==> src/rtl/du_host_link.sv <==
// Host-side sequencer for the debug-unit UART protocol: it frames LOAD/RUN/STEP/DUMP
// commands as UART bytes and reassembles the response bytes into words.
module du_host_link #(
  parameter int NBITS          = 32,
  parameter int RESP_WORDS     = 41,
  parameter int TIMEOUT_CYCLES = 1000000
) (
  input  logic             clk,
  input  logic             rst,
  input  logic             cmd_valid,
  output logic             cmd_ready,
  input  logic [1:0]       cmd_op,
  input  logic [7:0]       cmd_len,
  input  logic             wr_valid,
  output logic             wr_ready,
  input  logic [NBITS-1:0] wr_data,
  output logic             rd_valid,
  output logic [NBITS-1:0] rd_data,
  output logic             rd_last,
  output logic             tx_start,
  output logic [7:0]       tx_data,
  input  logic             tx_done,
  input  logic             rx_done,
  input  logic [7:0]       rx_data,
  output logic             busy,
  output logic             err,
  output logic             timeout
);

  localparam int NB  = NBITS / 8;
  localparam int BCW = (NB > 1) ? $clog2(NB) : 1;
  localparam int RWW = $clog2(RESP_WORDS + 1);
  localparam int TW  = $clog2(TIMEOUT_CYCLES + 1);

  localparam logic [7:0] ACK_BYTE = 8'h06;

  typedef enum logic [2:0] {
    S_IDLE, S_SEND_OP, S_SEND_LEN, S_FETCH, S_SEND_BYTE, S_WAIT_ACK, S_RECV
  } state_t;

  typedef enum logic [1:0] {OP_LOAD, OP_RUN, OP_STEP, OP_DUMP} op_t;

  function automatic logic [7:0] opcode_byte(input op_t op);
    case (op)
      OP_LOAD: return 8'h4C;
      OP_RUN:  return 8'h52;
      OP_STEP: return 8'h53;
      default: return 8'h44;
    endcase
  endfunction

  state_t           state_q;
  op_t              op_q;
  logic [7:0]       len_q;
  logic [7:0]       word_cnt_q;
  logic [RWW-1:0]   resp_cnt_q;
  logic [BCW-1:0]   byte_cnt_q;
  logic [NBITS-1:0] shift_q;
  logic [TW-1:0]    timer_q;
  logic             in_flight_q;
  logic             tx_start_q;
  logic [7:0]       tx_data_q;
  logic             rd_valid_q;
  logic [NBITS-1:0] rd_data_q;
  logic             rd_last_q;
  logic             err_q;
  logic             timeout_q;

  logic [NBITS-1:0] tx_shifted;
  logic [NBITS-1:0] rx_word;
  logic             byte_last;
  logic             tx_ack;
  logic             timer_expired;

  assign tx_shifted    = shift_q << 8;
  assign rx_word       = NBITS'({shift_q, rx_data});
  assign byte_last     = (byte_cnt_q == BCW'(NB - 1));
  assign tx_ack        = in_flight_q & tx_done;
  assign timer_expired = (timer_q == TW'(TIMEOUT_CYCLES - 1));

  assign cmd_ready = (state_q == S_IDLE);
  assign busy      = ~cmd_ready;
  // NOTE: wr_ready is decoded from the state register so a word already waiting is taken the first FETCH cycle.
  assign wr_ready  = (state_q == S_FETCH) & wr_valid;
  assign tx_start  = tx_start_q;
  assign tx_data   = tx_data_q;
  assign rd_valid  = rd_valid_q;
  assign rd_data   = rd_data_q;
  assign rd_last   = rd_last_q;
  assign err       = err_q;
  assign timeout   = timeout_q;

  // NOTE: every register here is written with <= so all branches see pre-edge values.
  always_ff @(posedge clk) begin
    if (rst) begin
      state_q     <= S_IDLE;
      op_q        <= OP_LOAD;
      len_q       <= '0;
      word_cnt_q  <= '0;
      resp_cnt_q  <= '0;
      byte_cnt_q  <= '0;
      shift_q     <= '0;
      timer_q     <= '0;
      in_flight_q <= 1'b0;
      tx_start_q  <= 1'b0;
      tx_data_q   <= '0;
      rd_valid_q  <= 1'b0;
      rd_data_q   <= '0;
      rd_last_q   <= 1'b0;
      err_q       <= 1'b0;
      timeout_q   <= 1'b0;
    end else begin
      tx_start_q <= 1'b0;
      rd_valid_q <= 1'b0;
      rd_last_q  <= 1'b0;

      case (state_q)
        S_IDLE: begin
          if (cmd_valid) begin
            op_q        <= op_t'(cmd_op);
            len_q       <= cmd_len;
            err_q       <= 1'b0;
            timeout_q   <= 1'b0;
            word_cnt_q  <= '0;
            resp_cnt_q  <= '0;
            byte_cnt_q  <= '0;
            tx_start_q  <= 1'b1;
            tx_data_q   <= opcode_byte(op_t'(cmd_op));
            in_flight_q <= 1'b1;
            state_q     <= S_SEND_OP;
          end
        end

        S_SEND_OP: begin
          if (tx_ack) begin
            if (op_q == OP_LOAD) begin
              tx_start_q <= 1'b1;
              tx_data_q  <= len_q;
              state_q    <= S_SEND_LEN;
            end else begin
              in_flight_q <= 1'b0;
              timer_q     <= '0;
              state_q     <= S_RECV;
            end
          end
        end

        S_SEND_LEN: begin
          if (tx_ack) begin
            in_flight_q <= 1'b0;
            timer_q     <= '0;
            state_q     <= (len_q == 8'd0) ? S_WAIT_ACK : S_FETCH;
          end
        end

        S_FETCH: begin
          if (wr_valid) begin
            shift_q     <= wr_data;
            tx_data_q   <= wr_data[NBITS-1 -: 8];
            tx_start_q  <= 1'b1;
            in_flight_q <= 1'b1;
            byte_cnt_q  <= '0;
            state_q     <= S_SEND_BYTE;
          end
        end

        S_SEND_BYTE: begin
          if (tx_ack) begin
            if (!byte_last) begin
              byte_cnt_q <= byte_cnt_q + 1'b1;
              shift_q    <= tx_shifted;
              tx_data_q  <= tx_shifted[NBITS-1 -: 8];
              tx_start_q <= 1'b1;
            end else begin
              in_flight_q <= 1'b0;
              // Word counter stops at the last word rather than wrapping past len 255.
              if (word_cnt_q == len_q - 8'd1) begin
                timer_q <= '0;
                state_q <= S_WAIT_ACK;
              end else begin
                word_cnt_q <= word_cnt_q + 8'd1;
                state_q    <= S_FETCH;
              end
            end
          end
        end

        S_WAIT_ACK: begin
          if (rx_done) begin
            err_q   <= (rx_data != ACK_BYTE);
            state_q <= S_IDLE;
          end else if (timer_expired) begin
            err_q     <= 1'b1;
            timeout_q <= 1'b1;
            state_q   <= S_IDLE;
          end else begin
            timer_q <= timer_q + 1'b1;
          end
        end

        S_RECV: begin
          if (rx_done) begin
            timer_q <= '0;
            if (byte_last) begin
              byte_cnt_q <= '0;
              rd_valid_q <= 1'b1;
              rd_data_q  <= rx_word;
              rd_last_q  <= (resp_cnt_q == RWW'(RESP_WORDS - 1));
              if (resp_cnt_q == RWW'(RESP_WORDS - 1)) begin
                state_q <= S_IDLE;
              end else begin
                resp_cnt_q <= resp_cnt_q + 1'b1;
              end
            end else begin
              byte_cnt_q <= byte_cnt_q + 1'b1;
              shift_q    <= rx_word;
            end
          end else if (timer_expired) begin
            err_q     <= 1'b1;
            timeout_q <= 1'b1;
            state_q   <= S_IDLE;
          end else begin
            timer_q <= timer_q + 1'b1;
          end
        end

        default: state_q <= S_IDLE;
      endcase
    end
  end

endmodule
==> config.mk <==
export PLATFORM = sky130hd
export DESIGN_NAME = du_host_link
export DESIGN_NICKNAME = d
export VERILOG_FILES = /design/src/rtl/du_host_link.sv
export SDC_FILE = /design/constraint.sdc
export NUM_CORES = 1
export LEC_CHECK = 0
export BUFFER_PORTS_ARGS = -buffer_cell sky130_fd_sc_hd__buf_2
export CAP_MARGIN = 5
export CORE_MARGIN = 3
export CORE_UTILIZATION = 54
export DETAILED_ROUTE_END_ITERATION = 8
export PLACE_DENSITY_LB_ADDON = 0.25
export SLEW_MARGIN = 20
export SYNTH_ARGS = -nofsm -noshare
export SYNTH_HDL_FRONTEND = slang
export SYNTH_SLANG_ARGS = --single-unit
==> constraint.sdc <==
create_clock -name clk -period 3.8 [get_ports clk]
set_clock_uncertainty 0.2 [all_clocks]
set_input_delay 0.76 -clock clk [delete_from_list [all_inputs] [get_ports clk]]
set_output_delay 0.76 -clock clk [all_outputs]
set_load 0.02 [all_outputs]
Yosys cells after proc, flatten, opt, wreduce, memory -nomap -nowiden

Cells that the tools add are included.

Flip-flop bits (word level): 119
Latch bits: 0
Bits in writable memories: 0
Memory bits (read-only): 0
Output and inout bits: 48
Word-level logic and storage cells: 169
Memories kept: 0

Add/subtract/negate cells: 5
Multiply operators: 0
Divide/modulo/power cells: 0
Magnitude comparators: 0
Eq/ne operators: 34
Shift-type cells: 0
Multiplexer cells: 80
Bitwise logic cells: 6
Reductions and logical operators: 28

Operators by type and width:

| operator              | number |
|---|---|
| $mux 20               | 9 |
| $mux 24               | 5 |
| $pmux 20 s5           | 1 |
| $mux 8                | 10 |
| $pmux 24 s3           | 1 |
| $mux 3                | 14 |
| $ne 2x2->1 const B    | 18 |
| $pmux 8 s4            | 1 |
| $mux 6                | 4 |
| $reduce_and 8->1      | 3 |
| $pmux 3 s7            | 1 |
| $add 20x1->20 const B | 1 |
| $eq 20x20->1 const B  | 1 |
| $mux 1                | 20 |
| $pmux 8 s2            | 1 |
| $pmux 5 s3            | 1 |
| $mux 2                | 6 |
| $pmux 6 s2            | 1 |
| $reduce_and 6->1      | 2 |
| $reduce_and 5->1      | 2 |
| $reduce_bool 5->1     | 2 |
| $eq 3x3->1 const B    | 3 |
| $add 8x1->8 const B   | 1 |
| $eq 8x8->1            | 1 |
| 31 further kinds      | 44 |

Logic depth before layout (Yosys ltp)

Gate-level depths: netlist (run 1).

Depth in word-level cells: 6
Depth in mapped cells: 11
Mapped depth without buffers: 9

Worst setup path after synthesis (run 1)

No wires, ideal clock.

Kind: reg2reg
Start: reg len_q[0]
End: reg timer_q[4]
Setup time: 71 ps
Arrival time: 2622 ps
Required time: 3529 ps
Slack: 908 ps
Stages on the path, launching flop included: 12
Clock period less this slack: 2892 ps
Cells stage by stage: dfxtp_1 > inv_1 > ha_1 > o21bai_1 > a2111oi_0 > a311oi_1 > a2111oi_2 > buf_4 > o211ai_1 > buf_2 > or3_1 > a21oi_1

Cells in the longest elaborated chain, start to end: 4

RTL lines:

| what                       | RTL line | source |
|---|---|---|
| from (decl)                | 54       | `logic [7:0] len_q;` |
| from (signal assigned)     | 121      | `len_q <= cmd_len;` |
| $sub 8x1->8                | 177      | `if (word_cnt_q == len_q - 8'd1) begin` |
| $eq 8x8->1                 | 177      |  |
| $ne 2x2->1 (no line)       | -        |  |
| $reduce_and 8->1 (no line) | -        |  |
| to (signal assigned)       | 197      | `timer_q <= timer_q + 1'b1;` |
| to (signal assigned)       | 223      | `timer_q <= timer_q + 1'b1;` |
| to (decl)                  | 59       | `logic [TW-1:0] timer_q;` |

No other way between the ends.
A chain may end at the register's enable or synchronous reset.

Final worst setup path (run 1)

Start: reg len_q[0]
End: reg timer_q[9]

The elaborated chain is that of the path after synthesis.

==> results.toml, run 1 <==
[place]
gp_congestion = 0.933
dpl.hpwl_mm = 10.8
io_buffers = 103
place_area_um2 = 6330
place_inst = 949

[synth]
yosysUniqueCellTypes = 56
yosysMostFrequentCell = "nand2_1"
synth_top_area_cell = "dfxtp_1"
avgSynthCellArea_um2 = 7.63
netlist_area_um2 = 5740
ys_warn_count = 0
synth_flop_cell = "dfxtp_1"
synth_top_area_share_pct = 41.5
ys_seq_area_share_pct = 41.5
synthTopCellsByArea = "dfxtp_1 (42%), nand2_1 (10%), a21oi_1 (6.9%)"
syn_inst = 752
synth-async-reset-ratio_pct = 0
synth_edf_count = 0
synthTopCellsByCount = "nand2_1 (159), dfxtp_1 (119), a21oi_1 (79)"
synth_fp_nets = 817
synth.ff_latch_count = 119

[setup_path]
cp_data_required_time_ns = 4.02
cpPeakStageDelay_ns = 0.58
start_kind = "flip-flop"
worstPathArrival_ns = 3.74
crit_chain = "inv_1 > ha_1 > o21bai_1 > a2111oi_0 > a311oi_1 > a2111oi_2 > o21ai_1 > buf_4 > o21ai_1 > buf_4 > o21ba_1"
worstRegToRegCells = 11
slowest_stage = "a2111oi_0"
end_kind = "flip-flop"
worstSetupPathType = "flip-flop to flip-flop"
crit_fanout = 12
rr_endpoint = "timer_q[9]"
r2r_start = "len_q[0]"
r2r_setup_slack_ns = 0.28

[power]
clkPwrFrac_pct = 34.6
pwr-share-seq_pct = 34.2
peakVddDrop_mv = 0.382
p_leak_nw = 2.71
p_switching_mw = 1.78
pwr-share-comb_pct = 31.1
p_per_area_nw_per_um2 = 666
swShare_pct = 38.5
p_int_mw = 2.84

[die]
dieArea_um2 = 11900
chipWidth_um = 109
fp-row-count = 36
die_y_um = 109
start_util_pct = 57.1
ios = 104
core_area_um2 = 10000

[grt]
grt_pass1_wl_mm = 26.1
grt_use_total_pct = 27.7
antenna_found_initial = 0
grt_pass1_vias = 5553
grt.overflow.total = 0
grt_max_degree = 93

[clocking]
clkLatencyLatePin_ns = 0.53
path_clk_slew_ns = 0.07
clk_path_buf_depth = 2
htree_levels = 4
cts_tree = "yes"
numCtsBuffers = 17
cts_resized = 0
ctsRootBufferMaster = "clkbuf_8"
cts_sinks = 119

[layout]
area_growth_pct = 21.0
fillCellCount = 812
finish.instance_area_um2 = 6940
drive_gt1_share_pct = 19.2
finalNetCount = 903
antenna_cells = 0
instances_no_fill = 984

[timing]
maxSlewHeadroom_pct = 34.6
hold_viol_final = 0
worstMarginPinSlew_ns = 0.981
setup_viol = 0
slew_violations = 0
fin_setup_tns_ns = 0
period_minus_slack_ns = 3.52
fin_crit_sh_pct = 92.6
rsz0062_at_grt = "no"
fmax_mhz = 284

[drt]
dr.pass1.iters = 6
via_per_inst = 6.01
vias = 5918
wl_per_cell_um = 16.4
drc_errors = 0
drtIter0Drc = 529
ant_nets = 0
routed_wl_mm = 16.2

[hold_path]
hp-start = "rd_data[29]"
hold_path.class = "flip-flop to flip-flop"
hold_path_depth = 2
worst_hold_path.endpoint = "rd_data[29]"

[run]
drv_cap = 0

[outcome]
status = "finished clean"
worst max path at each step:
stage,start,slack (ns),depth (start not counted),to
6_report,len_q[0],0.28,11,timer_q[9]
5_1_grt,len_q[0],0.09,10,timer_q[17]
4_1_cts,len_q[0],0.20,9,timer_q[5]
3_5_place_dp,len_q[0],0.47,9,timer_q[5]
3_3_place_gp,len_q[0],0.66,9,timer_q[5]
2_1_floorplan,len_q[0],0.91,11,timer_q[4]
power groups by stage:
stage               Clock, mW  Combinational, mW  Sequential, mW
floorplan                   0               1.01            1.57
global placement            0               1.31            1.59
detailed placement          0               1.35            1.60
CTS                      1.61               1.39            1.57
global route             1.68               1.59            1.60
finish                   1.60               1.44            1.58
kinds of logic (layout without fill, tap and decap cells):
logic type      count (synthesis)  after routing  synth area share, %
simple gates                  337            337                 26.2
compound gates                189            189                 21.1
flops                         119            119                 41.5
buf+inv                        70            169                 4.71
xor+xnor                       20             20                 3.05
fa+ha+maj                       9              9                 1.96
mux                             8              8                 1.48
stage by stage:
| stage | util (%) | setup WS, ns | hold slack, ns | power (mW) |
|---|---|---|---|---|
| after CTS | 68.9 | 0.203 | 0.255 | 4.57 |
| after global placement | 63.0 | 0.656 | 0.239 | 2.90 |
| after global routing | 69.1 | 0.0883 | 0.266 | 4.87 |
| final | 69.1 | 0.280 | 0.251 | 4.63 |
| after detailed placement | 63.0 | 0.467 | 0.247 | 2.95 |
| after floorplan | - | 0.908 | 0.231 | 2.58 |
registers in the layout (all words and copies together) (netlist names), 2 cells and up:
name / count
byte_cnt_q: 2
resp_cnt_q: 6
rd_data: 32
len_q: 8
word_cnt_q: 8
op_q: 2
timer_q: 20
tx_data: 8
shift_q: 24
state_q: 3
critical path, delay by kind of cell (launching register included):
kind / cells / cell delay (ns)
adder cells (fa/ha/maj): 1 / 0.30
buffers and inverters: 3 / 0.52
flip-flops: 1 / 0.42
AO/OA/AOI/OAI: 7 / 1.96
area by class of cell:
| type | instances | area, um2 | area share [%] |
|---|---|---|---|
| Tap cell | 133 | 166 | 2.40 |
| Timing Repair Buffer | 119 | 636 | 9.16 |
| Sequential cell | 119 | 2380 | 34.3 |
| Clock inverter | 15 | 175 | 2.52 |
| Inverter | 18 | 67.6 | 0.973 |
| Clock buffer | 17 | 414 | 5.97 |
| Multi-Input combinational cell | 563 | 3100 | 44.7 |
timing repair:
item | 4_1_cts | 5_1_grt
hold buffers | 0 | 0
setup buffers | 0 | 3
endpoints found under the setup margin | 0 | 6
per-layer routing:
layer	track usage (%)	vias to the layer above	routed length, um
met3	7.05	44	1280
li1	-	2821	-
met5	0	-	0
met4	10.1	0	401
met2	46.3	274	7690
met1	34.5	2779	6780
layout by cell type, fill, tap and decap left out, types with 4 or more instances in the layout:
cell,n
xnor2_1,10
xor2_1,10
inv_1,17
dfxtp_1,119
a2111oi_0,5
o21ai_1,4
nand3_1,26
nor2b_1,11
mux2i_1,4
clkbuf_16,16
nand4_1,10
a311oi_1,26
a21oi_1,78
buf_4,16
o31ai_1,4
inv_6,6
a211oi_1,8
nand2_1,159
mux2_2,4
nand2b_1,4
nor3_1,15
or3_1,15
a221oi_1,4
a31oi_1,5
buf_2,103
o21ai_0,23
inv_8,4
ha_1,9
o22ai_1,7
nor2_1,70
and3_1,8
No activity file was read; power rests on OpenSTA's default activity.
==> run 2, diff against run 1 <==
--- a/config.mk
+++ b/config.mk
@@ -7,9 +7,12 @@
 export LEC_CHECK = 0
 export BUFFER_PORTS_ARGS = -buffer_cell sky130_fd_sc_hd__buf_2
 export CAP_MARGIN = 5
+export CELL_PAD_IN_SITES_DETAIL_PLACEMENT = 0
+export CELL_PAD_IN_SITES_GLOBAL_PLACEMENT = 1
 export CORE_MARGIN = 3
-export CORE_UTILIZATION = 54
+export CORE_UTILIZATION = 41
 export DETAILED_ROUTE_END_ITERATION = 8
+export GPL_ROUTABILITY_DRIVEN = 0
 export PLACE_DENSITY_LB_ADDON = 0.25
 export SLEW_MARGIN = 20
 export SYNTH_ARGS = -nofsm -noshare
==> results.toml, run 2 (synthesis gave the netlist of run 1 again) <==
[outcome]
status = "finished clean"

[timing]
maxSlewHeadroom_pct = 32.9
fmax_mhz = 285
period_minus_slack_ns = 3.51
slew_violations = 0
fin_crit_sh_pct = 92.3
fin_setup_tns_ns = 0
setup_viol = 0
worstMarginPinSlew_ns = 1.01
holdWs_ns = 0.253
rsz0062_at_grt = "no"
hold_viol_final = 0

[die]
fp-row-count = 42
start_util_pct = 42.6
ios = 104
core_area_um2 = 13500
chipWidth_um = 124
dieArea_um2 = 15400
die_y_um = 124

[grt]
grt_pass1_vias = 5437
grt.overflow.total = 0
antenna_found_initial = 0
grt_use_total_pct = 21.2
grt_max_degree = 93
grt_pass1_wl_mm = 27.0

[drt]
drc_errors = 0
ant_nets = 0
drtIter0Drc = 422
wl_per_cell_um = 15.9
dr.pass1.iters = 5
routed_wl_mm = 16.4
vias = 5651
via_per_inst = 5.50

[power]
p_switching_mw = 1.67
p_total_mw = 4.52
peakVddDrop_mv = 0.372
p_int_mw = 2.84
p_per_area_nw_per_um2 = 646
pwr-share-comb_pct = 31.1
p_leak_nw = 2.71
swShare_pct = 37.0
pwr-share-seq_pct = 35.1
clkPwrFrac_pct = 33.9

[setup_path]
rr_endpoint = "timer_q[15]"
end_kind = "flip-flop"
cpPeakStageDelay_ns = 0.54
crit_buf_inv = 1
cp_data_required_time_ns = 3.95
cp_top_family = "compound AO/OA/AOI/OAI gates"
r2r_setup_slack_ns = 0.29
startpoint = "len_q[0]"
start_kind = "flip-flop"
crit_chain = "inv_1 > ha_1 > o21bai_1 > a2111oi_0 > a311oi_1 > a2111oi_2 > o211ai_1 > or3_1 > a21oi_1"
slowest_stage = "a2111oi_0"
worstPathArrival_ns = 3.66
worstRegToRegCells = 9
crit_cells = 9
endpoint = "timer_q[15]"
r2r_start = "len_q[0]"
crit_fanout = 14
worstSetupPathType = "flip-flop to flip-flop"

[layout]
multi_input_area_um2 = 3100
largest_reg_flops = 32
drive_gt1_share_pct = 19.2
area_growth_pct = 21.8
final_common_cell = "nand2_1"
antenna_cells = 0
register_area_um2 = 2380
fillCellCount = 1384
final_cell_mix = "nand2_1 (159), dfxtp_1 (119), buf_2 (103)"
final_core_util_pct = 51.9
finalNetCount = 904
finish.instance_area_um2 = 6990

[clocking]
path_clk_slew_ns = 0.06
cts_tree = "yes"
clkLatencyLatePin_ns = 0.42
cts_hold_buf = 0
ctsRootBufferMaster = "clkbuf_16"
cts_resized = 0
clk_path_buf_depth = 2
cts_sinks = 119
post_cts_buffers = 0
numCtsBuffers = 17
htree_levels = 4

[place]
dpl.hpwl_mm = 11.6
io_buffers = 103
place_area_um2 = 6420

[hold_path]
hold_path.class = "flip-flop to flip-flop"

[run]
drv_cap = 0
-- run 2: cell types whose count changed in the layout (fill, tap and decap cells not counted) --
cell / previous run / this run
clkinvlp_4: 2 / 4
clkinv_8: 2 / 0
inv_8: 4 / 0
buf_12: 0 / 1
clkinv_2: 0 / 4
inv_6: 6 / 3
clkinv_4: 0 / 2
clkbuf_16: 16 / 17
-- run 2: worst min path at each step --
stage	from	end	slack, ns	depth (start not counted)
after global placement	op_q[1]	op_q[1]	0.24	2
after global routing	rd_data[3]	rd_data[3]	0.27	2
after floorplan	op_q[1]	op_q[1]	0.23	2
final	rd_data[3]	rd_data[3]	0.25	2
after CTS	rd_data[25]	rd_data[25]	0.26	2
after detailed placement	rd_data[25]	rd_data[25]	0.25	2
-- run 2: worst register-to-register path, delay by kind of cell, from the launching register on --
| kind | cells | cell delay [ns] |
|---|---|---|
| compound gates | 6 | 1.96 |
| simple gates | 1 | 0.46 |
| flops | 1 | 0.42 |
| fa+ha+maj | 1 | 0.30 |
| buf+inv | 1 | 0.11 |
-- run 2: power by group through the flow --
stage | combinational (mW) | clock (mW) | sequential [mW]
floorplan | 1.01 | 0 | 1.57
global placement | 1.37 | 0 | 1.60
detailed placement | 1.40 | 0 | 1.60
CTS | 1.40 | 1.56 | 1.58
global route | 1.57 | 1.63 | 1.61
finish | 1.40 | 1.53 | 1.58
-- run 2: layout make-up --
cell class | instances | area share, %
clock inverter | 14 | 1.77
clock buffer | 18 | 6.28
multi-input combinational | 563 | 44.4
sequential | 119 | 34.1
inverter | 18 | 0.967
timing repair buffer | 120 | 9.38
tap | 176 | 3.15
-- run 2: through the flow --
| stage | cells | setup slack (ns) |
|---|---|---|
| after CTS | 1028 | 0.343 |
| final | 1028 | 0.292 |
| after floorplan | 752 | 0.908 |
| after global placement | 996 | 0.583 |
| after detailed placement | 996 | 0.399 |
| after global routing | 1028 | 0.125 |
-- run 2: per-layer routing --
layer	wire length, um	vias up	global-route usage, %
met5	0	-	0
met4	257	0	6.77
met3	951	20	6.00
li1	-	2823	-
met1	7270	2647	26.7
met2	7870	161	35.1
==> run 3, diff against run 2 <==
--- a/config.mk
+++ b/config.mk
@@ -11,9 +11,11 @@
 export CELL_PAD_IN_SITES_GLOBAL_PLACEMENT = 1
 export CORE_MARGIN = 3
 export CORE_UTILIZATION = 41
+export CTS_CLUSTER_DIAMETER = 40
 export DETAILED_ROUTE_END_ITERATION = 8
 export GPL_ROUTABILITY_DRIVEN = 0
 export PLACE_DENSITY_LB_ADDON = 0.25
+export RECOVER_POWER = 100
 export SLEW_MARGIN = 20
 export SYNTH_ARGS = -nofsm -noshare
 export SYNTH_HDL_FRONTEND = slang
==> results.toml, run 3 (synthesis gave the netlist of run 1 again) <==
[outcome]
status = "finished clean"

[setup_path]
slowest_stage = "a2111oi_0"
cp_data_required_time_ns = 3.93
cpPeakStageDelay_ns = 0.55
worstSetupPathType = "flip-flop to flip-flop"
r2r_start = "len_q[0]"
crit_chain = "inv_1 > ha_1 > o21bai_1 > a2111oi_0 > a311oi_1 > a2111oi_2 > clkbuf_1 > o21a_1 > a31oi_1 > a311oi_1"
crit_fanout = 9
cp_top_family = "compound AO/OA/AOI/OAI gates"
startpoint = "len_q[0]"
worstPathArrival_ns = 3.68
crit_buf_inv = 2
path_common_cell = "a311oi_1"
end_kind = "flip-flop"
start_kind = "flip-flop"

[timing]
fin_crit_sh_pct = 93.6
hold_viol_final = 0
fmax_mhz = 281
rsz0062_at_grt = "no"
slew_violations = 0
period_minus_slack_ns = 3.56
setup_viol = 0
worstMarginPinSlew_ns = 0.999
maxSlewHeadroom_pct = 33.1
fin_setup_tns_ns = 0

[die]
fp-row-count = 42
start_util_pct = 42.6
die_y_um = 124
dieArea_um2 = 15400
ios = 104
core_area_um2 = 13500
chipWidth_um = 124

[clocking]
path_clk_slew_ns = 0.06
cts_hold_buf = 0
cts_resized = 0
ctsRootBufferMaster = "clkbuf_16"
numCtsBuffers = 17
cts_tree = "yes"
post_cts_buffers = 0
cts_sinks = 119
clk_path_buf_depth = 2
htree_levels = 4
clkLatencyLatePin_ns = 0.42

[place]
dpl.hpwl_mm = 11.6
place_inst = 996
io_buffers = 103

[power]
p_int_mw = 2.81
peakVddDrop_mv = 0.372
swShare_pct = 37.3
p_per_area_nw_per_um2 = 651
pwr-share-seq_pct = 35.3
p_switching_mw = 1.67
p_leak_nw = 2.48
clkPwrFrac_pct = 34.1
p_total_mw = 4.48
pwr-share-comb_pct = 30.6

[drt]
dr.pass1.iters = 5
m1WireLength_mm = 7.18
via_per_inst = 5.52
vias = 5671
routed_wl_mm = 16.3
drc_errors = 0
dr.max_layer_used = "met4"
wl_per_cell_um = 15.9
met3WireLength_mm = 1.03
met2WireLength_mm = 7.83
ant_nets = 0
drtIter0Drc = 427

[grt]
grt.overflow.total = 0
grt_pass1_wl_mm = 27.0
grt_use_total_pct = 21.2
grt_max_degree = 93
grt_pass1_vias = 5437
antenna_found_initial = 0

[layout]
largest_reg_flops = 32
area_growth_pct = 20.1
drive_gt1_share_pct = 13.0
finalNetCount = 904
final_common_cell = "nand2_1"
instances_no_fill = 1028
antenna_cells = 0
final_cell_mix = "nand2_1 (159), dfxtp_1 (119), a21oi_1 (78)"

[run]
drv_cap = 0

[hold_path]
hp-start = "op_q[0]"
hold_path.class = "flip-flop to flip-flop"
run 3: final timing paths:
check | to | slack [ns] | cells past startpoint
max reg2reg | timer_q[17] | 0.24 | 10
max | timer_q[17] | 0.24 | 10
min reg2reg | op_q[0] | 0.25 | 2
min | op_q[0] | 0.25 | 2
run 3: area by class of cell:
class	count	area (um2)
clock inverters	14	124
multi-input cells	563	3100
clock buffers	18	439
fillers	1417	6570
well taps	176	220
repair buffers	120	558
flip-flops and latches	119	2380
inverters	18	67.6
run 3: layer usage:
layer	vias up	GRT usage [%]
met1	2648	26.7
met3	24	6.00
met4	0	6.77
li1	2822	-
met5	-	0
met2	177	35.1
run 3: worst reg2reg max path: cells and delay by family (launching register included):
kind	cells	cell delay (ns)
DFF	1	0.43
buffers and inverters	2	0.50
AOI/OAI and AO/OA	7	2.05
adders and majority gates	1	0.30
run 3: metrics by stage:
stage | cell area [um2] | util (%) | hold WS (ns) | worst slack, ns
after CTS | 6990 | 51.9 | 0.255 | 0.343
after global routing | 6890 | 51.2 | 0.270 | 0.0784
after global placement | 6420 | 47.8 | 0.241 | 0.583
after detailed placement | 6420 | 47.8 | 0.247 | 0.399
after floorplan | 5740 | - | 0.231 | 0.908
final | 6890 | 51.2 | 0.254 | 0.243
run 3: power by group through the flow:
stage / sequential, mW / clock [mW] / combinational, mW
after floorplan: 1.57 / 0 / 1.01
after global placement: 1.60 / 0 / 1.37
after detailed placement: 1.60 / 0 / 1.40
after CTS: 1.58 / 1.56 / 1.40
after global routing: 1.61 / 1.63 / 1.54
final: 1.58 / 1.53 / 1.37
